==> src/rtl/voice_mixer.sv <==
// Per-voice volume mixer: snapshots all voices on each sample_clock rising edge,
// accumulates sample*gain one voice per clk, then saturates and emits one PCM word.
module voice_mixer #(
  parameter int NVOICES  = 4,
  parameter int BITDEPTH = 14,
  parameter int VOLBITS  = 8
) (
  input  logic                        clk,
  input  logic                        rst,
  input  logic                        i_sample_clock,
  input  logic [NVOICES*BITDEPTH-1:0] i_voice_in,
  input  logic                        i_vol_wen,
  input  logic [3:0]                  i_vol_addr,
  input  logic [VOLBITS-1:0]          i_vol_data,
  output logic [BITDEPTH-1:0]         o_pcm_out,
  output logic                        o_pcm_valid,
  output logic                        o_busy,
  output logic                        o_overrun
);

  localparam int PW = BITDEPTH + VOLBITS + 1;
  localparam int AW = PW + $clog2(NVOICES);
  localparam int IW = (NVOICES > 1) ? $clog2(NVOICES) : 1;

  localparam logic [BITDEPTH-1:0]  MIDSCALE = {1'b1, {(BITDEPTH-1){1'b0}}};
  localparam logic [VOLBITS-1:0]   VOL_RST  = VOLBITS'(1 << (VOLBITS - 2));
  localparam logic signed [AW-1:0] SAT_MAX  = AW'((1 << (BITDEPTH - 1)) - 1);
  localparam logic signed [AW-1:0] SAT_MIN  = ~SAT_MAX;

  typedef enum logic [1:0] {S_IDLE, S_ACCUM, S_DONE} state_t;

  state_t                 r_state;
  state_t                 w_next_state;
  logic                   r_sc_q;
  logic                   w_edge;
  logic [VOLBITS-1:0]     r_vol        [NVOICES];
  logic [BITDEPTH-1:0]    r_snap_voice [NVOICES];
  logic [VOLBITS-1:0]     r_snap_vol   [NVOICES];
  logic signed [AW-1:0]   r_acc;
  logic [IW-1:0]          r_idx;
  logic [BITDEPTH-1:0]    r_pcm_out;
  logic                   r_pcm_valid;
  logic                   r_overrun;

  logic [BITDEPTH-1:0]        w_sel_voice;
  logic [VOLBITS-1:0]         w_sel_vol;
  logic signed [PW-1:0]       w_s_ext;
  logic signed [PW-1:0]       w_v_ext;
  logic signed [PW-1:0]       w_prod;
  logic signed [AW-1:0]       w_shift;
  logic [BITDEPTH-1:0]        w_sat;

  assign w_edge = i_sample_clock & ~r_sc_q;

  // NOTE: sequential state uses non-blocking assignments so every register
  // samples pre-edge values regardless of process order.
  always_ff @(posedge clk) begin
    if (rst) r_state <= S_IDLE;
    else     r_state <= w_next_state;
  end

  // NOTE: every signal driven in always_comb gets a default first, otherwise a
  // path that skips the assignment infers a latch.
  always_comb begin
    w_next_state = r_state;
    case (r_state)
      S_IDLE:  if (w_edge) w_next_state = S_ACCUM;
      S_ACCUM: if (r_idx == IW'(NVOICES - 1)) w_next_state = S_DONE;
      S_DONE:  w_next_state = S_IDLE;
      default: w_next_state = S_IDLE;
    endcase
  end

  always_comb begin
    o_busy = (r_state != S_IDLE);
  end

  always_ff @(posedge clk) begin
    if (rst) begin
      r_sc_q <= 1'b0;
      for (int i = 0; i < NVOICES; i++) r_vol[i] <= VOL_RST;
    end else begin
      r_sc_q <= i_sample_clock;
      for (int i = 0; i < NVOICES; i++)
        if (i_vol_wen && i_vol_addr == 4'(i)) r_vol[i] <= i_vol_data;
    end
  end

  // NOTE: snapshot registers carry no reset; they are always loaded before
  // being read, and leaving them out of reset keeps them plain flops.
  always_ff @(posedge clk) begin
    if (r_state == S_IDLE && w_edge) begin
      for (int i = 0; i < NVOICES; i++) begin
        r_snap_voice[i] <= i_voice_in[i*BITDEPTH +: BITDEPTH];
        r_snap_vol[i]   <= r_vol[i];
      end
    end
  end

  always_comb begin
    w_sel_voice = '0;
    w_sel_vol   = '0;
    for (int i = 0; i < NVOICES; i++) begin
      if (r_idx == IW'(i)) begin
        w_sel_voice = r_snap_voice[i];
        w_sel_vol   = r_snap_vol[i];
      end
    end
  end

  // Offset binary to two's complement is an MSB flip.
  assign w_s_ext = PW'($signed({~w_sel_voice[BITDEPTH-1], w_sel_voice[BITDEPTH-2:0]}));
  assign w_v_ext = {{(PW-VOLBITS){1'b0}}, w_sel_vol};
  assign w_prod  = w_s_ext * w_v_ext;
  assign w_shift = r_acc >>> VOLBITS;

  always_comb begin
    if (w_shift > SAT_MAX)      w_sat = {1'b0, {(BITDEPTH-1){1'b1}}};
    else if (w_shift < SAT_MIN) w_sat = {1'b1, {(BITDEPTH-1){1'b0}}};
    else                        w_sat = w_shift[BITDEPTH-1:0];
  end

  always_ff @(posedge clk) begin
    if (rst) begin
      r_acc       <= '0;
      r_idx       <= '0;
      r_pcm_out   <= MIDSCALE;
      r_pcm_valid <= 1'b0;
      r_overrun   <= 1'b0;
    end else begin
      r_pcm_valid <= 1'b0;
      case (r_state)
        S_IDLE: if (w_edge) begin
          r_acc <= '0;
          r_idx <= '0;
        end
        S_ACCUM: begin
          r_acc <= r_acc + AW'(w_prod);
          r_idx <= r_idx + 1'b1;
        end
        S_DONE: begin
          r_pcm_out   <= w_sat ^ MIDSCALE;
          r_pcm_valid <= 1'b1;
        end
        default: ;
      endcase
      if (w_edge && r_state != S_IDLE) r_overrun <= 1'b1;
    end
  end

  assign o_pcm_out   = r_pcm_out;
  assign o_pcm_valid = r_pcm_valid;
  assign o_overrun   = r_overrun;

endmodule

==> config.mk <==
export PLATFORM = sky130hd
export DESIGN_NAME = voice_mixer
export DESIGN_NICKNAME = d
export VERILOG_FILES = /design/src/rtl/voice_mixer.sv
export SDC_FILE = /design/constraint.sdc
export NUM_CORES = 1
export LEC_CHECK = 0
export BUFFER_PORTS_ARGS = -buffer_cell sky130_fd_sc_hd__buf_4
export CORE_MARGIN = 4
export CORE_UTILIZATION = 30
export CTS_CLUSTER_SIZE = 10
export DETAILED_ROUTE_END_ITERATION = 16
export PLACE_DENSITY = 0.53
export REMOVE_ABC_BUFFERS = 1
export SLEW_MARGIN = 15
export SYNTH_ARGS = -nofsm -noshare
export SYNTH_HDL_FRONTEND = slang
export SYNTH_SLANG_ARGS = --single-unit
==> constraint.sdc <==
create_clock -name clk -period 10.6 [get_ports clk]
set_clock_uncertainty 0.2 [all_clocks]
set_input_delay 1.59 -clock clk [delete_from_list [all_inputs] [get_ports clk]]
set_output_delay 1.59 -clock clk [all_outputs]
set_load 0.1 [all_outputs]
==> flow_summary_export.csv, run 1 <==
group,metric,value,unit
place,dp.cells,1676,
worst_setup_path,crit_path_cell_trace,"inv_1 -> ha_1 -> nand3b_1 -> a21oi_1 -> a21oi_1 -> nor2_1 -> a21oi_1 -> nand2_1 -> fa_1 -> fa_1 -> fa_1 -> inv_1 -> fa_1 -> inv_1 -> fa_1 -> inv_1 -> ha_1 -> a21o_1 -> a31o_1 -> a211oi_2 -> nor2_1 -> a211o_1 -> a211o_1",
power_and_ir_drop,power_density,345,nW/um2
detailed_routing,drt_iter0_drc,461,
sta,rsz0062_at_grt,"no",
place,dpl_cell_area,12600,um2
worst_setup_path,critical_path_class,"reg2reg",
worst_setup_path,slowest_delay,0.80,ns
worst_setup_path,cp-end-kind,"flip-flop",
worst_hold_path,min_from,"r_vol[3][1]",
finish,antenna_cells,0,
finish,synthToLayoutAreaGrowth,15.6,%
sta,setup_viol,0,
detailed_routing,num_vias,7927,
worst_setup_path,r2r-start,"r_idx[0]",
die,num_io_pins,89,
sta,period_minus_slack,7.40,ns
worst_setup_path,cp-start-kind,"flip-flop",
place,place.port_buffers,88,
die,dieHeight,203,um
detailed_routing,drt_pass1_iterations,5,
sta,fmax,0.135,GHz
detailed_routing,drt-total-wl,26600,um
logic_synthesis,synth.area.mux_share,0.00175,
clock_network,cts-root-buf,"clkbuf_16",
worst_setup_path,startpoint,"r_idx[0]",
worst_setup_path,crit_slowest_cell,"fa_1",
grt,grt_max_degree,72,
logic_synthesis,synth_fa_ha_area_frac,0.263,
finish,nets,1428,
clock_network,holdBufCountCts,0,
power_and_ir_drop,peakVddDrop,0.000307,V
die,row_count,71,
logic_synthesis,ys_seq_area_frac,0.396,
logic_synthesis,synthesis.area,11400,um2
logic_synthesis,synth_top_family_by_area,"adder cells",
power_and_ir_drop,leakage,5.66,nW
finish,layout_commonest_cell,"inv_1",
grt,track_usage,0.135,
sta,fin_crit_sh,0.698,
finish,n_fill_cell,3840,
clock_network,tritoncts,"yes",
sta,slew-limit-headroom,0.278,
clock_network,path_clk_slew,0.07,ns
sta,tightest_slew,1.08,ns
worst_hold_path,worstHoldPathCells,0,
power_and_ir_drop,total_power,0.00456,W
logic_synthesis,synth_seq_cells,166,
sta,hold_viol,0,
clock_network,clockBufferDepth,2,
place,place.gp.congestion,0.833,
job,drv_cap,0,
grt,grt_pass1_vias,8332,
die,die_area,41300,um2
detailed_routing,antenna_left,0,
die,core,37700,um2
finish,instances_no_fill,1708,
finish,fin_area,13200,um2
clock_network,post_cts_resize_count,0,
logic_synthesis,synthFlopType,"edfxtp_1",
clock_network,cts_setup_buffers,0,
logic_synthesis,async_reset_ff_frac,0,
clock_network,clock_sinks,166,
logic_synthesis,synth-simple-area-share,0.143,
logic_synthesis,synth_edf_count,120,
sta,slew_violations,0,
worst_setup_path,cp_max_fo,20,
outcome,status,"complete, no violations",
logic_synthesis,synth-xor-area-share,0.00996,
detailed_routing,route.detailed.drc,0,
detailed_routing,avgViaCountPerCell,4.64,
worst_setup_path,cp_data_arrival_time,7.54,ns
logic_synthesis,ys_warn_count,0,
worst_setup_path,ff2ff_path_depth,23,
worst_setup_path,cp_data_required_time,10.73,ns
die,die_x,203,um
grt,grt_pass1_wl,43900,um
logic_synthesis,synth_cell_types,59,
worst_setup_path,cp_common_cell,"fa_1",
finish,final_cell_mix,"166 x inv_1, 130 x nand2_1, 120 x edfxtp_1, 113 x fa_1, 95 x buf_4",
logic_synthesis,synthCells,1115,
place,dp_hpwl,20400,um
grt,antenna_found_initial,0,
die,start_util,0.303,
clock_network,htree_levels,4,
finish,drive_above_1_share,0.124,
worst_hold_path,hold_class,"reg2reg",
logic_synthesis,syn_area_per_cell,10.2,um2
logic_synthesis,synth_compound_area_frac,0.115,
grt,grt-ovfl-total,0,
clock_network,clkLatencyLatePin,0.44,ns
detailed_routing,wire_per_inst,15.6,um
clock_network,cts_buffers,17,
sta,fin_tns_setup,0,ns
[routing by layer]
layer | vias up | share of wire | track usage
li1 | 3818 | - | -
met1 | 3940 | 0.46 | 0.177
met4 | 0 | 0.017 | 0.0369
met3 | 29 | 0.037 | 0.0270
met5 | - | 0 | 0
met2 | 140 | 0.49 | 0.228
[sequential cells by signal (all words and copies together) (netlist names)]
signal,cells
r_snap_voice,56
o_pcm_out,14
r_snap_vol,32
r_vol,32
r_sc_q,1
o_overrun,1
r_state,2
o_pcm_valid,1
r_acc,25
r_idx,2
[layout make-up]
| type | count | area [um2] | area share |
|---|---|---|---|
| Tap cell | 511 | 639 | 0.0484 |
| Sequential cell | 166 | 4520 | 0.342 |
| Clock inverter | 15 | 180 | 0.0136 |
| Timing Repair Buffer | 95 | 713 | 0.0540 |
| Inverter | 166 | 623 | 0.0472 |
| Multi-Input combinational cell | 738 | 6110 | 0.462 |
| Clock buffer | 17 | 425 | 0.0322 |
[cells in the mapped netlist, drive strengths merged (6+ instances only)]
cell | instances | area (um2)
a21o | 18 | 135
a21oi | 92 | 472
a22oi | 9 | 67.6
a31o | 6 | 52.6
and2 | 37 | 231
buf | 12 | 65.1
clkbuf | 33 | 124
dfxtp | 46 | 921
edfxtp | 120 | 3600
fa | 113 | 2260
ha | 59 | 738
inv | 166 | 623
nand2 | 130 | 488
nand2b | 14 | 87.6
nand3 | 12 | 60.1
nand3b | 19 | 143
nor2 | 79 | 297
nor2b | 24 | 150
nor3 | 8 | 40.0
o21ai | 37 | 185
or3 | 6 | 37.5
xnor2 | 9 | 78.8
[worst max-delay path, delay by kind of cell, from the launching register on]
| family | cells | cell delay, ns |
|---|---|---|
| DFF | 1 | 0.40 |
| and+or+nand+nor | 4 | 0.59 |
| buffers and inverters | 4 | 0.22 |
| adders and majority gates | 7 | 3.72 |
| AOI/OAI and AO/OA | 8 | 2.15 |
[power by group]
part	switching (W)	leakage [nW]	total, W	internal [W]
clock	0.000303	0.296	0.000641	0.000338
combinational	0.00189	3.85	0.00314	0.00124
sequential	0.0000259	1.51	0.000780	0.000754
total	0.00222	5.66	0.00456	0.00233
[worst paths after layout]
check / endpoint / slack [ns]
setup / recovery: r_acc[24] / 3.20
hold / removal: r_snap_vol[3][1] / 0.22
setup reg to reg: r_acc[24] / 3.20
hold reg to reg: r_snap_vol[3][1] / 0.22
[stage by stage]
step           utilization  hold slack, ns  setup slack, ns
5_1_grt              0.351           0.227             2.59
2_1_floorplan            -           0.200             3.68
6_report             0.351           0.220             3.20
4_1_cts              0.351           0.219             3.18
3_5_place_dp         0.335           0.205             3.22
3_3_place_gp         0.335           0.203             3.34
[kinds of logic (layout without fill, tap and decap cells)]
family / after synthesis / in the layout
adders and majority gates: 172 / 172
AOI/OAI and AO/OA: 206 / 206
xor gates and xnor gates: 13 / 13
DFF: 166 / 166
buffers and inverters: 211 / 293
muxes: 2 / 2
and+or+nand+nor: 345 / 345
Power figures use the tool's default switching activity.
==> run 2: changes to the inputs <==
--- a/config.mk
+++ b/config.mk
@@ -10,7 +10,7 @@
 export CORE_UTILIZATION = 30
 export CTS_CLUSTER_SIZE = 10
 export DETAILED_ROUTE_END_ITERATION = 16
-export PLACE_DENSITY = 0.53
+export PLACE_DENSITY = 0.54
 export REMOVE_ABC_BUFFERS = 1
 export SLEW_MARGIN = 15
 export SYNTH_ARGS = -nofsm -noshare
==> constraint.sdc (replaced) <==
create_clock -name clk -period 6.1 [get_ports clk]
set_clock_uncertainty 0.2 [all_clocks]
set_input_delay 0.915 -clock clk [delete_from_list [all_inputs] [get_ports clk]]
set_output_delay 0.915 -clock clk [all_outputs]
set_load 0.1 [all_outputs]
==> flow_summary_export.csv, run 2 (synthesis gave the netlist of run 1 again) <==
group,metric,value,unit
outcome,status,"finished, violations left",
outcome,failed_checks,"setup timing",
worst_setup_path,cp_data_arrival_time,6.38,ns
finish,regMostFlops,"r_snap_voice",
place,dp_hpwl,21500,um
worst_setup_path,critical_path_class,"reg2reg",
place,place.port_buffers,88,
finish,n_fill_cell,3747,
sta,hold_viol,0,
grt,grt_pass1_wl,45900,um
grt,antenna_found_initial,0,
sta,fin_crit_sh,1.01,
clock_network,clkLatencyLatePin,0.45,ns
clock_network,path_clk_slew,0.08,ns
place,place.gp.congestion,0.849,
worst_setup_path,ff2ff_path_depth,27,
sta,slew-limit-headroom,0.235,
clock_network,tritoncts,"yes",
worst_setup_path,cp-end-kind,"flip-flop",
clock_network,cts-root-buf,"clkbuf_16",
detailed_routing,drt_pass1_iterations,5,
clock_network,holdBufCountCts,0,
detailed_routing,wire_per_inst,15.2,um
die,die_x,203,um
finish,layout_commonest_cell,"buf_4",
worst_hold_path,worstHoldPathCells,0,
finish,largest_reg_flops,56,
die,row_count,71,
place,dp_slack,-0.334,ns
finish,final_cell_mix,"230 x buf_4, 153 x inv_1, 120 x edfxtp_1, 119 x nand2_1, 108 x fa_1",
worst_setup_path,cp-start-kind,"flip-flop",
worst_setup_path,reg2reg_slack,-0.09,ns
die,core,37700,um2
clock_network,clockBufferDepth,2,
grt,grt_pass1_vias,8947,
detailed_routing,antenna_left,0,
sta,rsz0062_at_grt,"yes",
job,drv_cap,0,
detailed_routing,drt_iter0_drc,276,
sta,slew_violations,0,
clock_network,htree_levels,4,
grt,grt_max_degree,52,
detailed_routing,num_vias,8438,
die,die_area,41300,um2
grt,track_usage,0.141,
sta,period_minus_slack,6.19,ns
finish,antenna_cells,0,
clock_network,cts_buffers,17,
worst_setup_path,cp_data_required_time,6.29,ns
die,dieHeight,203,um
detailed_routing,route.detailed.drc,0,
finish,reg_top3,"r_snap_voice x56, r_snap_vol x32, r_vol x32",
clock_network,clock_sinks,166,
finish,multiInputGateArea,6570,um2
sta,tightest_slew,1.14,ns
finish,drive_above_1_share,0.287,
finish,synthToLayoutAreaGrowth,31.9,%
grt,grt-ovfl-total,0,
sta,fmax,0.162,GHz
finish,nets,1587,
worst_hold_path,hold_class,"reg2reg",
die,start_util,0.303,
finish,regArea,4530,um2
sta,setup_viol,8,
worst_setup_path,cp_max_fo,7,
detailed_routing,avgViaCountPerCell,4.52,
detailed_routing,drt-total-wl,28300,um
die,num_io_pins,89,
sta,layout_setup_ws,-0.0886,ns
[run 2: cell types whose count changed in the layout (fill, tap and decap cells not counted), sizes merged]
cell | before | now
bufinv | 1 | 0
buf | 95 | 252
inv | 172 | 173
clkbuf | 17 | 19
clkinv | 8 | 5
clkinvlp | 0 | 3
[run 2: timing repair]
action,4_1_cts,5_1_grt
pin swaps,29,72
resized for setup,59,68
setup endpoints to repair,15,18
setup buffers,17,13
gates cloned,0,2
[run 2: layout make-up]
type / instances / share of cell area
multi-input combinational: 738 / 0.436
sequential: 166 / 0.300
inverter: 166 / 0.0415
timing repair buffer: 254 / 0.140
clock inverter: 15 / 0.0116
tap: 511 / 0.0424
clock buffer: 17 / 0.0282
[run 2: critical path, stage by stage (launching register included)]
cell and delay (ns):
dfxtp_2 0.37, inv_4 0.05, ha_4 0.20, buf_12 0.14
nand3b_1 0.16, a21oi_2 0.15, a21oi_1 0.05, nor2_1 0.14
a21o_1 0.23, buf_12 0.16, nand2_4 0.05, fa_1 0.56
inv_2 0.04, fa_1 0.49, inv_2 0.04, fa_1 0.52
inv_2 0.04, fa_1 0.49, inv_1 0.05, fa_1 0.49
inv_2 0.05, ha_4 0.28, o21ai_2 0.06, nand2b_1 0.13
o211ai_4 0.14, a211o_1 0.33, a2111o_1 0.43, nand3_1 0.08
[run 2: metal layers]
metal	up-vias	part of all wire	GRT usage	wire length (um)
met5	-	0	0	0
met4	0	0.015	0.0412	415
met3	21	0.026	0.0235	744
met2	103	0.51	0.243	14500
met1	4181	0.45	0.183	12700
li1	4133	-	-	-
[run 2: final timing paths]
| kind | startpoint | end |
|---|---|---|
| worst max-delay path | r_idx[1] | r_acc[18] |
| worst min-delay path | r_vol[0][3] | r_snap_vol[0][3] |
| worst max register to register | r_idx[1] | r_acc[18] |
| worst min register to register | r_vol[0][3] | r_snap_vol[0][3] |
[run 2: through the flow]
stage,utilization,cells,hold slack [ns],area (um2),setup TNS (ns)
3_5_place_dp,0.362,1803,0.205,13600,-2.63
3_3_place_gp,0.362,1803,0.201,13600,-1.93
5_1_grt,0.400,1867,0.224,15100,-4.33
4_1_cts,0.387,1852,0.219,14600,-0.412
6_report,0.400,1867,0.218,15100,-0.367
2_1_floorplan,-,1070,0.200,11200,-4.82
Power of run 2 is not shown: default switching activity piles up to over one toggle a cycle in this logic, so the estimate is an artifact.
